==> src/rtl/trail_stamper_if.sv <==
// Frame-buffer and trail-ROM port bundle of the trail stamper.
// The master side issues addresses and strobes; read data returns one cycle later.
interface trail_stamper_if #(
  parameter int NUM_PLAYERS = 2,
  parameter int TILE_W      = 2,
  parameter int TILE_H      = 4,
  parameter int ADDR_W      = 20,
  parameter int DATA_W      = 16
);
  localparam int SEL_W = 3 + $clog2(NUM_PLAYERS);
  localparam int RA_W  = (TILE_W * TILE_H > 1) ? $clog2(TILE_W * TILE_H) : 1;

  logic [SEL_W-1:0]  rom_sel;
  logic [RA_W-1:0]   rom_addr;
  logic [DATA_W-1:0] rom_data;
  logic [ADDR_W-1:0] fb_addr;
  logic              fb_re;
  logic [DATA_W-1:0] fb_rdata;
  logic              fb_we;
  logic [DATA_W-1:0] fb_wdata;

  modport master (
    output rom_sel, rom_addr, fb_addr, fb_re, fb_we, fb_wdata,
    input  rom_data, fb_rdata
  );

  modport slave (
    input  rom_sel, rom_addr, fb_addr, fb_re, fb_we, fb_wdata,
    output rom_data, fb_rdata
  );
endinterface

==> src/rtl/trail_stamper.sv <==
// Detects bike moves, arbitrates round-robin, collision-checks and stamps a trail sprite.
// Stamp takes 2+2*TILE_W*TILE_H cycles after grant; no backpressure, a newer move overwrites a queued one.
module trail_stamper #(
  parameter int NUM_PLAYERS = 2,
  parameter int TILE_W      = 2,
  parameter int TILE_H      = 4,
  parameter int FB_STRIDE   = 320,
  parameter int ORIGIN_X    = 7,
  parameter int ORIGIN_Y    = 14,
  parameter int ADDR_W      = 20,
  parameter int DATA_W      = 16
) (
  input  logic                       Clk,
  input  logic                       Reset,
  input  logic                       enable,
  input  logic [8*NUM_PLAYERS-1:0]   pos_x,
  input  logic [8*NUM_PLAYERS-1:0]   pos_y,
  input  logic [2*NUM_PLAYERS-1:0]   dir,
  trail_stamper_if.master            mem,
  output logic [NUM_PLAYERS-1:0]     collision,
  output logic [NUM_PLAYERS-1:0]     overrun,
  output logic                       busy
);
  localparam int SEL_W = 3 + $clog2(NUM_PLAYERS);
  localparam int GW    = (NUM_PLAYERS > 1) ? $clog2(NUM_PLAYERS) : 1;
  localparam int RW    = (TILE_H > 1) ? $clog2(TILE_H) : 1;
  localparam int CW    = (TILE_W > 1) ? $clog2(TILE_W) : 1;
  localparam int RA_W  = (TILE_W * TILE_H > 1) ? $clog2(TILE_W * TILE_H) : 1;

  localparam logic [ADDR_W-1:0] TH_A = ADDR_W'(TILE_H);
  localparam logic [ADDR_W-1:0] TW_A = ADDR_W'(TILE_W);
  localparam logic [ADDR_W-1:0] FS_A = ADDR_W'(FB_STRIDE);
  localparam logic [ADDR_W-1:0] OX_A = ADDR_W'(ORIGIN_X);
  localparam logic [ADDR_W-1:0] OY_A = ADDR_W'(ORIGIN_Y);
  localparam logic [RA_W-1:0]   TW_R = RA_W'(TILE_W);
  localparam logic [CW-1:0]     COL_LAST = CW'(TILE_W - 1);
  localparam logic [RW-1:0]     ROW_LAST = RW'(TILE_H - 1);

  localparam logic [2:0] S_IDLE      = 3'd0;
  localparam logic [2:0] S_CHECK_RD  = 3'd1;
  localparam logic [2:0] S_CHECK_CMP = 3'd2;
  localparam logic [2:0] S_ROM_RD    = 3'd3;
  localparam logic [2:0] S_WRITE     = 3'd4;

  logic [2:0]             state_q, state_d;
  logic [7:0]             old_x_q [NUM_PLAYERS], old_x_d [NUM_PLAYERS];
  logic [7:0]             old_y_q [NUM_PLAYERS], old_y_d [NUM_PLAYERS];
  logic [1:0]             old_dir_q [NUM_PLAYERS], old_dir_d [NUM_PLAYERS];
  logic [7:0]             snap_x_q [NUM_PLAYERS], snap_x_d [NUM_PLAYERS];
  logic [7:0]             snap_y_q [NUM_PLAYERS], snap_y_d [NUM_PLAYERS];
  logic [1:0]             snap_t_q [NUM_PLAYERS], snap_t_d [NUM_PLAYERS];
  logic [NUM_PLAYERS-1:0] pending_q, pending_d;
  logic [NUM_PLAYERS-1:0] collision_q, collision_d;
  logic [NUM_PLAYERS-1:0] overrun_q, overrun_d;
  logic [GW-1:0]          last_grant_q, last_grant_d;
  logic [GW-1:0]          grant_q, grant_d;
  logic [1:0]             type_q, type_d;
  logic [ADDR_W-1:0]      base_q, base_d;
  logic [RW-1:0]          row_q, row_d;
  logic [CW-1:0]          col_q, col_d;

  logic                   gnt_found;
  logic [GW-1:0]          gnt_idx;
  logic                   take;
  logic [1:0]             cur_dir;
  logic                   mv;
  logic [ADDR_W-1:0]      word_addr;
  logic [RA_W-1:0]        sprite_idx;

  // Farthest candidate first so the nearest pending player after last_grant wins.
  always_comb begin
    gnt_found = 1'b0;
    gnt_idx   = '0;
    for (int i = NUM_PLAYERS - 1; i >= 0; i--) begin
      for (int j = 0; j < NUM_PLAYERS; j++) begin
        if (j == (int'(last_grant_q) + 1 + i) % NUM_PLAYERS && pending_q[j]) begin
          gnt_found = 1'b1;
          gnt_idx   = GW'(j);
        end
      end
    end
  end

  assign take = (state_q == S_IDLE) && gnt_found;

  always_comb begin
    state_d      = state_q;
    old_x_d      = old_x_q;
    old_y_d      = old_y_q;
    old_dir_d    = old_dir_q;
    snap_x_d     = snap_x_q;
    snap_y_d     = snap_y_q;
    snap_t_d     = snap_t_q;
    pending_d    = pending_q;
    collision_d  = collision_q;
    overrun_d    = overrun_q;
    last_grant_d = last_grant_q;
    grant_d      = grant_q;
    type_d       = type_q;
    base_d       = base_q;
    row_d        = row_q;
    col_d        = col_q;
    cur_dir      = '0;
    mv           = 1'b0;

    if (take) begin
      pending_d[gnt_idx] = 1'b0;
      grant_d            = gnt_idx;
      last_grant_d       = gnt_idx;
      type_d             = snap_t_q[gnt_idx];
      base_d             = (ADDR_W'(snap_y_q[gnt_idx]) * TH_A + OY_A) * FS_A
                           + ADDR_W'(snap_x_q[gnt_idx]) * TW_A + OX_A;
    end

    // A move after the grant-clear re-arms the request; it is only an overrun if that request was never granted.
    for (int p = 0; p < NUM_PLAYERS; p++) begin
      cur_dir = dir[2*p +: 2];
      mv      = (pos_x[8*p +: 8] != old_x_q[p]) || (pos_y[8*p +: 8] != old_y_q[p]);
      if (mv) begin
        old_x_d[p]   = pos_x[8*p +: 8];
        old_y_d[p]   = pos_y[8*p +: 8];
        old_dir_d[p] = cur_dir;
        snap_x_d[p]  = pos_x[8*p +: 8];
        snap_y_d[p]  = pos_y[8*p +: 8];
        snap_t_d[p]  = (cur_dir != old_dir_q[p]) ? 2'd3 : (cur_dir[1] ? 2'd1 : 2'd2);
        pending_d[p] = 1'b1;
        if (pending_q[p] && !(take && int'(gnt_idx) == p)) overrun_d[p] = 1'b1;
      end
    end

    case (state_q)
      S_IDLE:      if (take) state_d = S_CHECK_RD;
      S_CHECK_RD:  state_d = S_CHECK_CMP;
      S_CHECK_CMP: begin
        if (mem.fb_rdata != '0) collision_d[grant_q] = 1'b1;
        row_d   = '0;
        col_d   = '0;
        state_d = S_ROM_RD;
      end
      S_ROM_RD:    state_d = S_WRITE;
      S_WRITE: begin
        if (col_q != COL_LAST) begin
          col_d   = col_q + 1'b1;
          state_d = S_ROM_RD;
        end else if (row_q != ROW_LAST) begin
          col_d   = '0;
          row_d   = row_q + 1'b1;
          state_d = S_ROM_RD;
        end else begin
          state_d = S_IDLE;
        end
      end
      default:     state_d = S_IDLE;
    endcase
  end

  always_ff @(posedge Clk) begin
    if (Reset || !enable) begin
      state_q      <= S_IDLE;
      pending_q    <= '0;
      collision_q  <= '0;
      overrun_q    <= '0;
      last_grant_q <= GW'(NUM_PLAYERS - 1);
      grant_q      <= '0;
      type_q       <= '0;
      base_q       <= '0;
      row_q        <= '0;
      col_q        <= '0;
      for (int p = 0; p < NUM_PLAYERS; p++) begin
        old_x_q[p]   <= pos_x[8*p +: 8];
        old_y_q[p]   <= pos_y[8*p +: 8];
        old_dir_q[p] <= dir[2*p +: 2];
        snap_x_q[p]  <= '0;
        snap_y_q[p]  <= '0;
        snap_t_q[p]  <= '0;
      end
    end else begin
      state_q      <= state_d;
      pending_q    <= pending_d;
      collision_q  <= collision_d;
      overrun_q    <= overrun_d;
      last_grant_q <= last_grant_d;
      grant_q      <= grant_d;
      type_q       <= type_d;
      base_q       <= base_d;
      row_q        <= row_d;
      col_q        <= col_d;
      old_x_q      <= old_x_d;
      old_y_q      <= old_y_d;
      old_dir_q    <= old_dir_d;
      snap_x_q     <= snap_x_d;
      snap_y_q     <= snap_y_d;
      snap_t_q     <= snap_t_d;
    end
  end

  assign word_addr  = base_q + ADDR_W'(row_q) * FS_A + ADDR_W'(col_q);
  assign sprite_idx = RA_W'(row_q) * TW_R + RA_W'(col_q);

  always_comb begin
    mem.fb_re    = 1'b0;
    mem.fb_we    = 1'b0;
    mem.fb_addr  = '0;
    mem.fb_wdata = '0;
    mem.rom_sel  = '0;
    mem.rom_addr = '0;
    case (state_q)
      S_CHECK_RD: begin
        mem.fb_re   = 1'b1;
        mem.fb_addr = base_q;
      end
      S_ROM_RD: begin
        mem.rom_sel  = SEL_W'({grant_q, type_q});
        mem.rom_addr = sprite_idx;
      end
      S_WRITE: begin
        mem.fb_we    = 1'b1;
        mem.fb_addr  = word_addr;
        mem.fb_wdata = mem.rom_data;
      end
      default: ;
    endcase
  end

  assign collision = collision_q;
  assign overrun   = overrun_q;
  assign busy      = (state_q != S_IDLE);
endmodule

==> src/flat_wrapper.sv <==
// flat-port wrapper written by rule: the top's interface ports become plain ports
module trail_stamper_flat 
#(
  parameter int NUM_PLAYERS = 2,
  parameter int TILE_W      = 2,
  parameter int TILE_H      = 4,
  parameter int FB_STRIDE   = 320,
  parameter int ORIGIN_X    = 7,
  parameter int ORIGIN_Y    = 14,
  parameter int ADDR_W      = 20,
  parameter int DATA_W      = 16
)
  (Clk, Reset, enable, pos_x, pos_y, dir, collision, overrun, busy, mem_rom_sel, mem_rom_addr, mem_fb_addr, mem_fb_re, mem_fb_we, mem_fb_wdata, mem_rom_data, mem_fb_rdata);
  trail_stamper_if #(.NUM_PLAYERS(NUM_PLAYERS), .TILE_W(TILE_W), .TILE_H(TILE_H), .ADDR_W(ADDR_W), .DATA_W(DATA_W)) mem_i ();
  input  logic Clk;
  input  logic Reset;
  input  logic enable;
  input  logic [8*NUM_PLAYERS-1:0] pos_x;
  input  logic [8*NUM_PLAYERS-1:0] pos_y;
  input  logic [2*NUM_PLAYERS-1:0] dir;
  output logic [NUM_PLAYERS-1:0] collision;
  output logic [NUM_PLAYERS-1:0] overrun;
  output logic busy;
  output wire logic [$bits(mem_i.rom_sel)-1:0] mem_rom_sel;
  output wire logic [$bits(mem_i.rom_addr)-1:0] mem_rom_addr;
  output wire logic [$bits(mem_i.fb_addr)-1:0] mem_fb_addr;
  output wire logic [$bits(mem_i.fb_re)-1:0] mem_fb_re;
  output wire logic [$bits(mem_i.fb_we)-1:0] mem_fb_we;
  output wire logic [$bits(mem_i.fb_wdata)-1:0] mem_fb_wdata;
  input wire logic [$bits(mem_i.rom_data)-1:0] mem_rom_data;
  input wire logic [$bits(mem_i.fb_rdata)-1:0] mem_fb_rdata;
  assign mem_rom_sel = mem_i.rom_sel;
  assign mem_rom_addr = mem_i.rom_addr;
  assign mem_fb_addr = mem_i.fb_addr;
  assign mem_fb_re = mem_i.fb_re;
  assign mem_fb_we = mem_i.fb_we;
  assign mem_fb_wdata = mem_i.fb_wdata;
  assign mem_i.rom_data = mem_rom_data;
  assign mem_i.fb_rdata = mem_fb_rdata;
  trail_stamper #(.NUM_PLAYERS(NUM_PLAYERS), .TILE_W(TILE_W), .TILE_H(TILE_H), .FB_STRIDE(FB_STRIDE), .ORIGIN_X(ORIGIN_X), .ORIGIN_Y(ORIGIN_Y), .ADDR_W(ADDR_W), .DATA_W(DATA_W)) u_core (.Clk(Clk), .Reset(Reset), .enable(enable), .pos_x(pos_x), .pos_y(pos_y), .dir(dir), .mem(mem_i), .collision(collision), .overrun(overrun), .busy(busy));
endmodule
==> config.mk <==
export PLATFORM = sky130hd
export DESIGN_NAME = trail_stamper_flat
export DESIGN_NICKNAME = d
export VERILOG_FILES = /design/src/rtl/trail_stamper_if.sv /design/src/rtl/trail_stamper.sv /design/src/flat_wrapper.sv
export SDC_FILE = /design/constraint.sdc
export NUM_CORES = 1
export LEC_CHECK = 0
export ABC_AREA = 1
export BUFFER_PORTS_ARGS = -buffer_cell sky130_fd_sc_hd__buf_4
export CAP_MARGIN = 20
export CORE_MARGIN = 3
export CORE_UTILIZATION = 51
export DETAILED_ROUTE_END_ITERATION = 10
export PLACE_DENSITY = 0.82
export SLEW_MARGIN = 5
export SYNTH_ARGS = -nofsm -noshare
export SYNTH_HDL_FRONTEND = slang
export SYNTH_SLANG_ARGS = --single-unit
export TNS_END_PERCENT = 100
==> constraint.sdc <==
create_clock -name Clk -period 3.27 [get_ports Clk]
set_input_delay 0.981 -clock Clk [delete_from_list [all_inputs] [get_ports Clk]]
set_output_delay 0.981 -clock Clk [all_outputs]
set_load 0.01 [all_outputs]
# After elaboration in Yosys (flattened, before gate mapping)
# Index checks and enable logic that the tools add are counted.
[word_totals]
ff_bits = 108
inputBits = 71
word_cells = 147
[op_classes]
n_mul = 2
order_cmp = 5
bitwise_logic = 7
muxes = 52
add_sub_neg = 10
n_eq_ne = 16
n_reduce_logical = 31
[op_table]
columns = ["operator", "count"]
rows = [
  ["$mux 8", 10],
  ["$logic_not 32->1", 2],
  ["$mux 16", 3],
  ["$pmux 20 s2", 1],
  ["$ne 8x8->1", 4],
  ["$mux 2", 13],
  ["$add 20x1->20", 1],
  ["$add 20x11->20", 1],
  ["$add 20x3->20 const B", 1],
  ["$add 20x9->20", 1],
  ["$mul 20x3->14 const B", 1],
  ["$reduce_bool 16->1", 1],
  ["$mux 1", 15],
  ["$pmux 3 s5", 1],
  ["$mux 3", 4],
  ["$add 10x4->11 const B", 1],
  ["$logic_and 1x1->1", 11],
  ["$reduce_bool 2->1", 5],
  ["$eq 3x2->1 const B", 2],
  ["$ne 2x1->1 const B", 3],
  ["$reduce_and 2->1", 3],
  ["$mul 2x3->5 const B", 1],
  ["$eq 2x2->1 const A", 2],
  ["$lt 1x2->1 const B", 2],
  ["other kinds (24)", 34],
]

# Logic depth before layout (Yosys ltp)
[depth]
depth_word = 16
depth_mapped = 27

# Worst setup path after synthesis
# OpenSTA, ideal clock, no wires.
[synth_timing]
path_type = "reg2reg"
startpoint = "reg u_core.pending_q[0]"
endpoint = "reg u_core.base_q[15]"
required_time_ps = 3161
arrival_ps = 3121
setup_time_ps = 109
setup_slack_ps = 40
stages_incl_launch_ff = 23
path_buffers = 1
path_cell_list = "dfxtp_1 > nand2_4 > nand2_4 > buf_12 > nand2_1 > nand2_1 > nand2_2 > inv_2 > nor2_4 > or2_2 > inv_1 > ha_1 > fa_1 > xor2_1 > inv_1 > nor3_1 > nand2_1 > nand2_2 > nand2_1 > nand3_1 > nand3_1 > nand2_1 > inv_1"
[synth_between]
elab_chain_len = 11
word_cells_on_any_way = 20
[synth_rtl]
columns = ["element", "line_no", "source"]
rows = [
  ["start, declared", "trail_stamper.sv:52", "logic [NUM_PLAYERS-1:0] pending_q, pending_d;"],
  ["start signal, assigned", "trail_stamper.sv:179", "pending_q <= pending_d;"],
  ["$logic_and 1x1->1", "trail_stamper.sv:76", "if (j == (int'(last_grant_q) + 1 + i) % NUM_PLAYERS && pending_q[j]) begin"],
  ["$mux 1 (2 in series)", "trail_stamper.sv:76", ""],
  ["$not 1->2 (implied by the code)", "trail_stamper.sv:111, trail_stamper.sv:112", ""],
  ["$mux 8 (implied by the code) (3 in series)", "trail_stamper.sv:111", "base_d = (ADDR_W'(snap_y_q[gnt_idx]) * TH_A + OY_A) * FS_A"],
  ["$add 10x4->11", "trail_stamper.sv:111", ""],
  ["$mul 20x3->14", "trail_stamper.sv:111", ""],
  ["$add 20x9->20", "trail_stamper.sv:112", "+ ADDR_W'(snap_x_q[gnt_idx]) * TW_A + OX_A;"],
  ["$add 20x3->20", "trail_stamper.sv:112", ""],
  ["end signal, assigned", "trail_stamper.sv:185", "base_q <= base_d;"],
  ["end, declared", "trail_stamper.sv:58", "logic [ADDR_W-1:0] base_q, base_d;"],
]
# Several ways; a longest one is shown, not always the timed one. The select of a mux whose other input is x is not followed.
# A chain may end at the register's enable or synchronous reset.

# Final worst setup path
[layout_timing]
startpoint = "reg u_core.pending_q[1]"
endpoint = "reg u_core.base_q[15]"
[layout_between]
elab_chain_len = 12
word_cells_on_any_way = 20
[layout_rtl]
columns = ["element", "line_no"]
rows = [
  ["$logic_and 1x1->1", "trail_stamper.sv:76"],
  ["$mux 1 (3 in series)", "trail_stamper.sv:76"],
  ["$not 1->2 (implied by the code)", "trail_stamper.sv:111, trail_stamper.sv:112"],
  ["$mux 8 (implied by the code) (3 in series)", "trail_stamper.sv:111"],
  ["$add 10x4->11", "trail_stamper.sv:111"],
  ["$mul 20x3->14", "trail_stamper.sv:111"],
  ["$add 20x9->20", "trail_stamper.sv:112"],
  ["$add 20x3->20", "trail_stamper.sv:112"],
]
# Several ways; a longest one is shown, not always the timed one. The select of a mux whose other input is x is not followed.

==> impl_results.md <==
- Initial antenna violation count: 0
- Fmax: 293.2 MHz
- Clock Pin Slew Worst Setup and Hold Paths: 70 ps
- WHS: 462.9 ps
- Footprint of the multi-input gates: 0.003754 sq mm
- TritonRoute pass-1 iters: 8
- Fin crit share: 104.3%
- Worst slew pin tran: 787.2 ps
- CTS Buf Count: 9
- GRT overflow: 0
- Final Hold Fails: 0
- Synthesized area: between 0.006 and 0.007 sq mm
- CP max stage delay: 430 ps
- Number of global-route vias before repair: 5856
- Seq/Total Area, Yosys: between 30% and 40%
- Crit path max-delay family: simple AND/OR/NAND/NOR gates
- Crit path launch: u_core.pending_q[1]
- Pwr Density: 389.4 mW/mm^2
- Post-Synth Simple-Gate Area: 26.25%
- Sequential Area: 0.002532 sq mm
- Skew final: 9.600 ps
- CP Launch Type: flop
- First-pass GRT wire length: ~27000 microns
- Layout cells sized above 1: 27.91%
- Buffer and inverter count on the worst path: 4
- Post-synth EDFFs: 36
- Post-synth top flop: dfxtp_1
- CTS tree: done
- HP Start: u_core.collision[0]
- Async S/R FF share, synth: 0%
- Die width: 118.6 microns
- Hold Crit Class: flop to flop
- Commonest non-fill, non-tap cells in the layout: buf_4 (156), nand2_1 (132), inv_1 (118)
- Input/output buffers: roughly 120
- Layout area overhead: 31.69%
- Initial Util: between 50% and 60%
- Vert. Die Dim: 118.6 microns
- Synth Area in Compound Gates: 14.16%
- Fill cells: 946
- Largest family of logic cells by synthesized area: simple AND/OR/NAND/NOR gates
- Pwr Total: 0.003317 W
- YS warnings: 0
- Placed insts: 1171
- Antenna cells: 0
- Adder-cell share of the synthesized area: ~5.1%
- Pleak: roughly 3.9 nW
- Die area: about 0.014 sq mm
- Core box area: 0.01221 sq mm
- Per-cell routed wire length: 14.92 microns
- DR iter-0 viols: 599
- Setup crit end kind: flop
- Post-DRT Antenna Nets: 0
- Placement-stage worst setup slack: -110.9 ps
- Max clock buf depth: 2
- WS Path Type: flop to flop
- Critical path's slowest cell: fa_2
- Synth Instances: 884
- Io pins: ~120
- Slew HR: between 40% and 50%
- Gp weighted congestion: between 0.8 and 0.9
- Yosys cell types: 50
- Num rows: 40
- Worst vdd ir: 332.4 uV
- CP Max Fanout: 4
- RSZ-0062 raised after global routing: yes
- Arrival time at the worst endpoint: 3660 ps
- Final Worst Setup Slack: -140.1 ps
- Commonest non-fill, non-tap cell in the layout: buf_4
- Post-route DRC: 0
- CTS root buffer: clkbuf_16
- Mean post-synth cell area: 7.316 sq um
- H-tree Lvls: 3
- Synthesized Nets: 981
- Vias: around 6600
- #FFs+latches synth: ~110
- Finished Layout Cells: 1200
- Failing checks: negative setup slack
- Worst r2r src: u_core.pending_q[1]
- Routed wire length: between 15000 and 20000 microns
- Clock sinks: 108
- Post-synthesis mux area share: 0%
- Max-cap violation count: 0
- Final slew viol count: 0
- Vias per cell: approximately 5.5
- WP data required: 3520 ps
- Clk_lat worst skew: 350 ps
- Worst-path cell chain: buf_4 -> nand3_1 -> nand2_1 -> nand2_2 -> xnor2_1 -> inv_2 -> ha_4 -> ha_2 -> fa_2 -> xor2_2 -> inv_1 -> nor3_4 -> nand3_2 -> nand2_2 -> nand2_1 -> nand3_1 -> nand3_1 -> nand2_1 -> inv_1
- Status: finished, violations left
- Fin crit period: 3410 ps
- Fin nets: 1124
- Post-synthesis xor/xnor area fraction: 5.281%
- Final setup fails: 5
- All-Layer GR Usage: 22.45%
- Largest net degree at the start of global routing: 50
- Post-DP HPWL: 12240 microns
## layer usage
metal,global-route usage [%],wire length [microns]
met1,28.27,7161
met2,38.86,8918
met3,4.593,1307
met4,6.517,515
met5,0,0
## final cells by class
cell class	instances	area share [%]
Clock inverter	3	0.3379
Inverter	134	5.964
Multi-Input combinational cell	615	44.07
Clock buffer	13	3.173
Timing Repair Buffer	159	14.25
Sequential cell	108	29.73
Tap cell	168	2.468
## worst reg2reg max path, stage by stage (launching register included)
cell and delay (ps):
dfxtp_2 410, buf_4 160, nand3_1 110, nand2_1 150, nand2_2 120, xnor2_1 230
inv_2 110, ha_4 240, ha_2 210, fa_2 430, xor2_2 220, inv_1 130
nor3_4 200, nand3_2 120, nand2_2 130, nand2_1 90, nand3_1 80, nand3_1 70
nand2_1 70, inv_1 40
## state kept, by name, summed over array words and instances, names as in the netlist
register and flops:
u_core.collision 2, u_core.pending_q 2, u_core.old_y_q 16, u_core.old_x_q 16, u_core.state_q 3, u_core.grant_q 1
u_core.old_dir_q 4, u_core.last_grant_q 1, u_core.overrun 2, u_core.snap_x_q 16, u_core.type_q 2, u_core.snap_t_q 4
u_core.snap_y_q 16, u_core.base_q 20, u_core.col_q 1, u_core.row_q 2
## power by group
group          switching, W  total, W  internal (W)
Clock              0.000494   0.00108      0.000590
Sequential        0.0000461   0.00149       0.00145
Combinational      0.000426  0.000741      0.000316
## logic make-up (layout without fill, tap and decap cells)
group,after synthesis,count (layout)
adders and majority gates,26,26
other,1,1
xor gates and xnor gates,39,39
and+or+nand+nor,382,382
DFF,108,108
buffers and inverters,161,309
AOI/OAI and AO/OA,167,167
## cell usage after synthesis, types with 3 or more instances
| master | count | area (sq um) |
|---|---|---|
| nor2_1 | 118 | 442.9 |
| edfxtp_1 | 36 | 1081 |
| a31oi_1 | 5 | 31.28 |
| a21oi_1 | 56 | 280.3 |
| o21ai_2 | 4 | 35.03 |
| o22ai_1 | 6 | 37.54 |
| o21ai_0 | 75 | 375.4 |
| o211ai_1 | 3 | 22.52 |
| nor4_1 | 6 | 37.54 |
| inv_1 | 128 | 480.5 |
| o21ai_1 | 4 | 20.02 |
| clkbuf_1 | 19 | 71.32 |
| nor3_1 | 8 | 40.04 |
| xor2_1 | 10 | 87.58 |
| nand3_1 | 49 | 245.2 |
| nand4_1 | 15 | 93.84 |
| xnor2_1 | 29 | 254.0 |
| nand3b_1 | 5 | 37.54 |
| nor2_4 | 3 | 33.78 |
| nand2_1 | 149 | 559.3 |
| inv_2 | 3 | 11.26 |
| dfxtp_1 | 72 | 1441 |
| ha_1 | 25 | 312.8 |
| clkinv_1 | 3 | 11.26 |
| nor2_2 | 3 | 18.77 |
| nand2_2 | 16 | 100.1 |
| nand2_4 | 3 | 33.78 |
## path summary, 6_finish.rpt
check	end	slack, ps	cells after the start
min reg2reg	u_core.collision[0]	460	2
min	u_core.collision[0]	460	2
max reg2reg	u_core.base_q[15]	-140	19
max	u_core.base_q[15]	-140	19
## repair_timing
item                       CTS  global route
resized for setup           15            94
setup endpoints to repair    8            15
hold buffers                 0             0
gates cloned                 0             0
buffers inserted             0            13
pin swaps                    3            35
## through the flow
stage | utilization [%] | cell area, sq um | TNS (ps)
floorplan | - | 6467 | 0
global placement | 62.45 | 7626 | 0
detailed placement | 62.45 | 7626 | -270.8
CTS | 65.43 | 7990 | 0
global route | 69.74 | 8517 | -1810
finish | 69.74 | 8517 | -553.9
No activity file was read; power rests on OpenSTA's default activity.
